--- config.mk ---
export PLATFORM = sky130hd
export DESIGN_NAME = ysyx_22040237_mdu
export DESIGN_NICKNAME = d
export VERILOG_FILES = /design/src/rtl/ysyx_22040237_mdu_pkg.sv /design/src/rtl/ysyx_22040237_mdu_div_step.sv /design/src/rtl/ysyx_22040237_mdu.sv
export SDC_FILE = /design/constraint.sdc
export NUM_CORES = 2
export LEC_CHECK = 0
export CAP_MARGIN = 40
export CORE_ASPECT_RATIO = 2
export CORE_MARGIN = 8
export CORE_UTILIZATION = 50
export DETAILED_ROUTE_END_ITERATION = 7
export PLACE_DENSITY = 0.82
export SLEW_MARGIN = 20
export SYNTH_ARGS = -nofsm -noshare
export SYNTH_HDL_FRONTEND = slang
export SYNTH_SLANG_ARGS = --single-unit
--- constraint.sdc ---
create_clock -name clk -period 3.76 [get_ports clk]
set_clock_uncertainty 0.05 [all_clocks]
set_input_delay 0.94 -clock clk [delete_from_list [all_inputs] [get_ports clk]]
set_output_delay 0.94 -clock clk [all_outputs]
set_load 0.05 [all_outputs]
--- src/rtl/ysyx_22040237_mdu_pkg.sv ---
// Shared encodings for the iterative RV64M multiply/divide unit.
package ysyx_22040237_mdu_pkg;

    localparam int unsigned MDU_WOP_N = 32;

    typedef enum logic [2:0] {
        OP_MUL    = 3'd0,
        OP_MULH   = 3'd1,
        OP_MULHSU = 3'd2,
        OP_MULHU  = 3'd3,
        OP_DIV    = 3'd4,
        OP_DIVU   = 3'd5,
        OP_REM    = 3'd6,
        OP_REMU   = 3'd7
    } mdu_op_e;

    typedef enum logic [2:0] {
        S_IDLE,
        S_MUL,
        S_DIV,
        S_FIX,
        S_DONE
    } mdu_state_e;

endpackage

--- src/rtl/ysyx_22040237_mdu_div_step.sv ---
// One restoring-divide iteration: shift in the next dividend bit and
// subtract the divisor when it fits.
module ysyx_22040237_mdu_div_step #(
    parameter int unsigned XLEN = 64
) (
    input  logic [XLEN-1:0] rem_i,
    input  logic [XLEN-1:0] quo_i,
    input  logic [XLEN-1:0] dvs_i,
    output logic [XLEN-1:0] rem_o,
    output logic [XLEN-1:0] quo_o
);
    logic [XLEN:0] shifted;
    logic [XLEN:0] diff;

    always_comb begin
        shifted = {rem_i, quo_i[XLEN-1]};
        diff    = shifted - {1'b0, dvs_i};
        if (diff[XLEN]) begin
            rem_o = shifted[XLEN-1:0];
            quo_o = {quo_i[XLEN-2:0], 1'b0};
        end else begin
            rem_o = diff[XLEN-1:0];
            quo_o = {quo_i[XLEN-2:0], 1'b1};
        end
    end

endmodule

--- src/rtl/ysyx_22040237_mdu.sv ---
// Multi-cycle RV64M multiply/divide unit: radix-2 shift-add multiply and
// restoring divide on sign magnitudes, with valid/ready on both sides.
module ysyx_22040237_mdu
    import ysyx_22040237_mdu_pkg::*;
#(
    parameter int unsigned XLEN = 64
) (
    input  logic            clk,
    input  logic            rst,
    input  logic            in_valid_i,
    output logic            in_ready_o,
    input  logic [2:0]      op_i,
    input  logic            wop_i,
    input  logic [XLEN-1:0] rs1_i,
    input  logic [XLEN-1:0] rs2_i,
    input  logic [4:0]      rd_idx_i,
    input  logic            flush_i,
    output logic            out_valid_o,
    input  logic            out_ready_i,
    output logic [XLEN-1:0] res_o,
    output logic [4:0]      rd_idx_o,
    output logic            busy_o
);
    localparam int unsigned CW = $clog2(XLEN + 1);

    mdu_state_e        state_q, state_d;
    logic [CW-1:0]     cnt_q, cnt_d;
    mdu_op_e           op_q, op_d;
    logic              wop_q, wop_d;
    logic [4:0]        rd_q, rd_d;
    logic [2*XLEN-1:0] acc_q, acc_d;
    logic [XLEN-1:0]   dvs_q, dvs_d;
    logic              qneg_q, qneg_d;
    logic              rneg_q, rneg_d;
    logic [XLEN-1:0]   res_q, res_d;

    logic              div_op, mulw, sgn1, sgn2, neg1, neg2, div_zero, div_ovf;
    logic [XLEN-1:0]   a_ext, b_ext, a_mag, b_mag, most_neg;
    logic [XLEN:0]     mul_sum;
    logic [2*XLEN-1:0] prod;
    logic [XLEN-1:0]   quo_fix, rem_fix, fix_sel, fix_res;
    logic [XLEN-1:0]   step_rem, step_quo;

    ysyx_22040237_mdu_div_step #(.XLEN(XLEN)) u_div_step (
        .rem_i (acc_q[2*XLEN-1:XLEN]),
        .quo_i (acc_q[XLEN-1:0]),
        .dvs_i (dvs_q),
        .rem_o (step_rem),
        .quo_o (step_quo)
    );

    // Operand preparation for the offered operation.
    always_comb begin
        div_op = op_i[2];
        mulw   = wop_i && !div_op;
        if (!wop_i) begin
            a_ext = rs1_i;
            b_ext = rs2_i;
        end else if (div_op && !op_i[0]) begin
            a_ext = XLEN'($signed(rs1_i[31:0]));
            b_ext = XLEN'($signed(rs2_i[31:0]));
        end else begin
            a_ext = XLEN'(rs1_i[31:0]);
            b_ext = XLEN'(rs2_i[31:0]);
        end
        sgn1     = div_op ? !op_i[0] : (!mulw && !(op_i[1] && op_i[0]));
        sgn2     = div_op ? !op_i[0] : (!mulw && !op_i[1]);
        neg1     = sgn1 && a_ext[XLEN-1];
        neg2     = sgn2 && b_ext[XLEN-1];
        a_mag    = neg1 ? -a_ext : a_ext;
        b_mag    = neg2 ? -b_ext : b_ext;
        most_neg = wop_i ? XLEN'($signed(32'h8000_0000)) : (XLEN'(1) << (XLEN - 1));
        div_zero = (b_ext == '0);
        div_ovf  = sgn1 && (a_ext == most_neg) && (b_ext == '1);
    end

    // Sign correction and result selection used by FIX.
    always_comb begin
        prod    = qneg_q ? -acc_q : acc_q;
        quo_fix = qneg_q ? -acc_q[XLEN-1:0] : acc_q[XLEN-1:0];
        rem_fix = rneg_q ? -acc_q[2*XLEN-1:XLEN] : acc_q[2*XLEN-1:XLEN];
        if (op_q[2]) begin
            fix_sel = op_q[1] ? rem_fix : quo_fix;
        end else if (wop_q) begin
            // after 32 shifts the low product word sits above the unshifted multiplier bits
            fix_sel = XLEN'(acc_q[XLEN-MDU_WOP_N +: MDU_WOP_N]);
        end else if (op_q == OP_MUL) begin
            fix_sel = prod[XLEN-1:0];
        end else begin
            fix_sel = prod[2*XLEN-1:XLEN];
        end
        fix_res = wop_q ? XLEN'($signed(fix_sel[31:0])) : fix_sel;
    end

    always_comb begin
        state_d = state_q;
        cnt_d   = cnt_q;
        op_d    = op_q;
        wop_d   = wop_q;
        rd_d    = rd_q;
        acc_d   = acc_q;
        dvs_d   = dvs_q;
        qneg_d  = qneg_q;
        rneg_d  = rneg_q;
        res_d   = res_q;
        mul_sum = {1'b0, acc_q[2*XLEN-1:XLEN]} + (acc_q[0] ? {1'b0, dvs_q} : '0);
        if (flush_i) begin
            state_d = S_IDLE;
        end else begin
            unique case (state_q)
                S_IDLE: begin
                    if (in_valid_i && in_ready_o) begin
                        op_d   = mulw ? OP_MUL : mdu_op_e'(op_i);
                        wop_d  = wop_i;
                        rd_d   = rd_idx_i;
                        qneg_d = neg1 ^ neg2;
                        rneg_d = neg1;
                        dvs_d  = div_op ? b_mag : a_mag;
                        cnt_d  = wop_i ? CW'(MDU_WOP_N) : CW'(XLEN);
                        if (div_op && (div_zero || div_ovf)) begin
                            // preload quotient/remainder so FIX only selects and W-extends them
                            qneg_d  = 1'b0;
                            rneg_d  = 1'b0;
                            cnt_d   = '0;
                            acc_d   = div_zero ? {a_ext, {XLEN{1'b1}}} : {{XLEN{1'b0}}, a_ext};
                            state_d = S_FIX;
                        end else if (div_op) begin
                            acc_d   = {{XLEN{1'b0}},
                                       wop_i ? (a_mag << (XLEN - MDU_WOP_N)) : a_mag};
                            state_d = S_DIV;
                        end else begin
                            acc_d   = {{XLEN{1'b0}}, b_mag};
                            state_d = S_MUL;
                        end
                    end
                end
                S_MUL: begin
                    acc_d = {mul_sum, acc_q[XLEN-1:1]};
                    cnt_d = cnt_q - CW'(1);
                    if (cnt_q == CW'(1)) state_d = S_FIX;
                end
                S_DIV: begin
                    acc_d = {step_rem, step_quo};
                    cnt_d = cnt_q - CW'(1);
                    if (cnt_q == CW'(1)) state_d = S_FIX;
                end
                S_FIX: begin
                    res_d   = fix_res;
                    state_d = S_DONE;
                end
                S_DONE: begin
                    if (out_ready_i) state_d = S_IDLE;
                end
                default: state_d = S_IDLE;
            endcase
        end
    end

    always_ff @(posedge clk) begin
        if (rst) begin
            state_q <= S_IDLE;
            cnt_q   <= '0;
            op_q    <= OP_MUL;
            wop_q   <= 1'b0;
            rd_q    <= '0;
            acc_q   <= '0;
            dvs_q   <= '0;
            qneg_q  <= 1'b0;
            rneg_q  <= 1'b0;
            res_q   <= '0;
        end else begin
            state_q <= state_d;
            cnt_q   <= cnt_d;
            op_q    <= op_d;
            wop_q   <= wop_d;
            rd_q    <= rd_d;
            acc_q   <= acc_d;
            dvs_q   <= dvs_d;
            qneg_q  <= qneg_d;
            rneg_q  <= rneg_d;
            res_q   <= res_d;
        end
    end

    assign in_ready_o  = (state_q == S_IDLE) && !rst;
    assign out_valid_o = (state_q == S_DONE);
    assign busy_o      = (state_q != S_IDLE);
    assign res_o       = res_q;
    assign rd_idx_o    = rd_q;

endmodule
==> results of run 1 <==
## synthesized netlist by cell type, drive strengths merged, types with 7 or more instances
cell type and instances:
o22ai 29, nand4 80, o211a 9, nor3 139, dfxtp 277, o41ai 25, a211o 7, and3 18
a21boi 11, and2 17, a222oi 34, nand2 426, a221oi 91, clkbuf 347, a2111oi 14, ha 135
a211oi 125, a311oi 16, nor2b 23, o21a 28, inv 137, nor4 60, a221o 11, a21o 82
xnor2 208, buf 41, o21bai 32, o31ai 66, nand3 80, or2 22, mux2i 37, a31oi 45
nor2 478, a21oi 441, nand3b 7, nand2b 33, xor2 195, or3 55, o221ai 10, a22oi 26
and4 7, o21ai 468, o211ai 57, mux2 33, or4 56
## cell families after synthesis
logic type,Yosys count
DFF,277
and+or+nand+nor,1530
adders and majority gates,137
muxes,70
buffers and inverters,527
AOI/OAI and AO/OA,1676
xor gates and xnor gates,403
## metal layers
metal	GRT usage	overflow
met1	0.555	0
met2	0.884	15
met3	0.339	0
met4	0.707	14
met5	0.0267	0
## through the flow
step | area [sq um] | setup WS [ns]
detailed placement | 43100 | -0.879
global placement | 43100 | -0.882
floorplan | 31600 | -0.0380
CTS | 45400 | -0.0813
## repair_timing
action | 4_1_cts
hold buffers | 0
pin swaps | 63
gates resized for setup | 220
gates cloned | 2
setup endpoints to repair | 150
setup buffers | 35
==> results.toml, run 1 <==
[run_status]
status = "did not finish"
failed_stage = "global routing (5_1_grt)"
error_line = "[ERROR GRT-0116] Global routing finished with congestion. Check the congestion regions in the DRC Viewer."

[logic_synthesis]
synth_cell_types = 87
syn_inst = 4620
ys_seq_area_frac = 0.176
synthMuxAreaShare = 0.0236
async_reset_ff_frac = 0
ys.flop_type = "dfxtp_1"
synth_compound_area_frac = 0.339
synth_top_area_frac = 0.176
syn_area_per_cell_sq_um = 6.81
synth_fp_nets = 4899
synth_edf_count = 0
synth-simple-area-share = 0.231
synthAdderAreaFrac = 0.0549
synth_xor_area_frac = 0.112
synth_top_family_by_area = "compound AO/OA/AOI/OAI gates"
synth_area_leader_cell = "dfxtp_1"
yosysWarnings = 0
netlist_area_sq_um = 31500
synth_area_leaders = "dfxtp_1 (18%), o21ai_0 (7.3%), a21oi_1 (7.0%)"
ys_ff_latch = 277

[global_route]
grt-ovfl-total = 29
grt_max_degree = 130
grt_use_total = 0.607
grt_pass1_vias = 47500
grt_pass1_wl_um = 323000

[floorplan]
num_rows = 130
fp.dieW_um = 193
die_h_um = 371
pin_count = 214
initial_core_util = 0.503

[place]
place_hpwl_um = 159000
post-place-cells = 6486
routabilityCongestion = 1.20
portBuffers = 213

[clock_network]
cts_buffers = 29
cts.sinks = 277
clockBufferDepth = 3
htreeDepth = 1
cts_root_buffer = "clkbuf_16"
==> inputs of run 2 (changes only) <==
CORE_ASPECT_RATIO = not set   (was 2)
CORE_UTILIZATION = 35   (was 50)
PLACE_DENSITY = not set   (was 0.82)
PLACE_DENSITY_LB_ADDON = 0.15   (was not set)
clock period = 4.9 ns   (was 3.76 ns; I/O delays follow)
==> results.toml, run 2 <==
[run_status]
status = "finished with violations"
violations = "design-rule violations"

[logic_synthesis]
synth_area_leaders = "dfxtp_1 (18%), o21ai_0 (7.3%), a21oi_1 (7.0%)"
ys_seq_area_frac = 0.176
syn_inst = 4620
ys.flop_type = "dfxtp_1"
synth_fp_nets = 4899
synth_top_area_frac = 0.176
synth_cell_types = 87
synth_most_common_cell = "nor2_1"
synth_edf_count = 0
async_reset_ff_frac = 0
syn_area_per_cell_sq_um = 6.81
synth_area_leader_cell = "dfxtp_1"
netlist_area_sq_um = 31500
synth_top_cells_by_count = "nor2_1 (478), o21ai_0 (459), a21oi_1 (439)"
ys_ff_latch = 277
yosysWarnings = 0

[drt]
routedWlPerCell_um = 29.5
drc = 30
vias = 40100
avgViaCountPerCell = 6.49
drt.antenna.violating_nets = 0
firstDrtPassIters = 8
wirelength_um = 183000
drt-initial-drc-count = 5879

[clock_network]
cts_root_buffer = "clkbuf_16"
clockBufferDepth = 3
clkLatencyLatePin_ns = 0.61
cts.sinks = 277
path_clk_slew_ns = 0.06
cts_buffers = 43
htreeDepth = 2
cts_tree = "done"

[pwr]
combPwrFrac = 0.472
power.share.clock = 0.299
ir_drop_uv = 245
p_per_area_nw_per_um2 = 288
pwr-share-seq = 0.229
switching_power_mw = 4.91
leakagePower_nw = 15.2
power_mw = 11.3
p_sw_frac = 0.436
p_int_mw = 6.37

[cells_and_area]
n_fill_cell = 9265
layout_common_cells = "nor2_1 (470), buf_4 (460), o21ai_0 (459), a21oi_1 (438), nand2_1 (425)"
final_area_sq_um = 39200
register_area_sq_um = 5550
final_common_cell = "nor2_1"
drive_above_1_share = 0.135
multi_input_area_sq_um = 24000
regMostFlops = "acc_q"
fin_cells = 6188
finalNetCount = 5255
area_delta_synth_final_pct = 24.5
largest_reg_flops = 128
fin_util = 0.437

[place]
portBuffers = 213
post-place-cells = 6105
place_hpwl_um = 143000
routabilityCongestion = 1.05
place_ws_ns = -0.192
place_area_sq_um = 37600

[global_route]
grt_use_total = 0.347
grt_pass1_wl_um = 258000
grt_pass1_vias = 36400
antenna_found_initial = 11
grt_max_degree = 130
grt-ovfl-total = 0

[sta]
whs_ns = 0.402
maxSlewHeadroom = 0.362
slew_violations = 0
hold_viol = 0
rsz0062_at_grt = "no"
fin_ws_ns = 0.255
finalSetupViolations = 0
post-route-period-util = 0.948
period_needed_ns = 4.64
worstMarginPinSlew_ns = 0.957
fin_tns_setup_ns = 0
fmax_mhz = 215

[hold_path]
min_path_type = "flop to flop"

[floorplan]
core_area_sq_um = 89600
dieArea_sq_um = 99800
die_h_um = 316
pin_count = 214
fp.dieW_um = 316
initial_core_util = 0.351
num_rows = 110

[setup_path]
cp_max_fo = 4
cp.arrival_ns = 5.14
setup.worst_path.start_class = "flop"
cp_data_required_time_ns = 5.39
critPathCaptureType = "flop"
critPathKind = "flop to flop"

[job]
max_cap_violations = 0
run 2: power groups by stage:
stage	clock network, mW	registers [mW]	logic (mW)
4_1_cts	3.39	2.57	5.11
3_5_place_dp	0	2.62	5.08
2_1_floorplan	0	2.55	3.06
6_report	3.37	2.58	5.33
3_3_place_gp	0	2.62	5.08
5_1_grt	3.47	2.59	5.58
run 2: per-layer routing:
layer,global-route usage,share of wire,vias to the layer above
met5,0,0.00024,-
met4,0.158,0.056,6
met3,0.102,0.13,540
met2,0.503,0.40,2790
met1,0.469,0.41,19000
li1,-,-,17800
run 2: area by class of cell:
cell class	count	area share
Timing Repair Buffer	699	0.156
Clock buffer	61	0.0325
Tap cell	1176	0.0375
Multi-Input combinational cell	3816	0.613
Antenna cell	4	0.000255
Sequential cell	277	0.142
Inverter	139	0.0134
Clock inverter	16	0.00549
run 2: repair_timing:
item                                    4_1_cts  5_1_grt
endpoints found under the hold margin         0        0
resized for setup                             0        1
buffers inserted                              0        0
hold buffers                                  0        0
endpoints found under the setup margin        0        1
run 2: worst max-delay path, cell delays in order, from the launching register on:
cell and delay (ns):
dfxtp_1 0.40, inv_1 0.15, ha_1 0.27, fa_1 0.40, nand2b_1 0.18, a21oi_1 0.19
a2111oi_0 0.11, buf_4 0.18, o211ai_1 0.16, buf_4 0.17, nand3_1 0.17, a311oi_1 0.54
nor3_1 0.22, or2_2 0.35, buf_4 0.20, o21ai_0 0.35, buf_4 0.21, a22oi_1 0.09
a21oi_1 0.17
run 2: worst paths after layout:
check | from | end | slack [ns] | depth (start not counted)
max | acc_q[63]$_SDFFE_PP0P_ | acc_q[78]$_SDFFE_PP0P_ | 0.26 | 18
max reg2reg | acc_q[63]$_SDFFE_PP0P_ | acc_q[78]$_SDFFE_PP0P_ | 0.26 | 18
min reg2reg | dvs_q[2]$_SDFFE_PP0P_ | dvs_q[2]$_SDFFE_PP0P_ | 0.40 | 2
min | dvs_q[2]$_SDFFE_PP0P_ | dvs_q[2]$_SDFFE_PP0P_ | 0.40 | 2
run 2: logic make-up (layout without fill, tap and decap cells):
family	count (synthesis)	count (layout)	synth area share
other	0	4	0
adders and majority gates	137	137	0.0549
and+or+nand+nor	1530	1530	0.231
DFF	277	277	0.176
buffers and inverters	527	915	0.0635
AOI/OAI and AO/OA	1676	1676	0.339
muxes	70	70	0.0236
xor gates and xnor gates	403	403	0.112
Power figures use the tool's default switching activity.
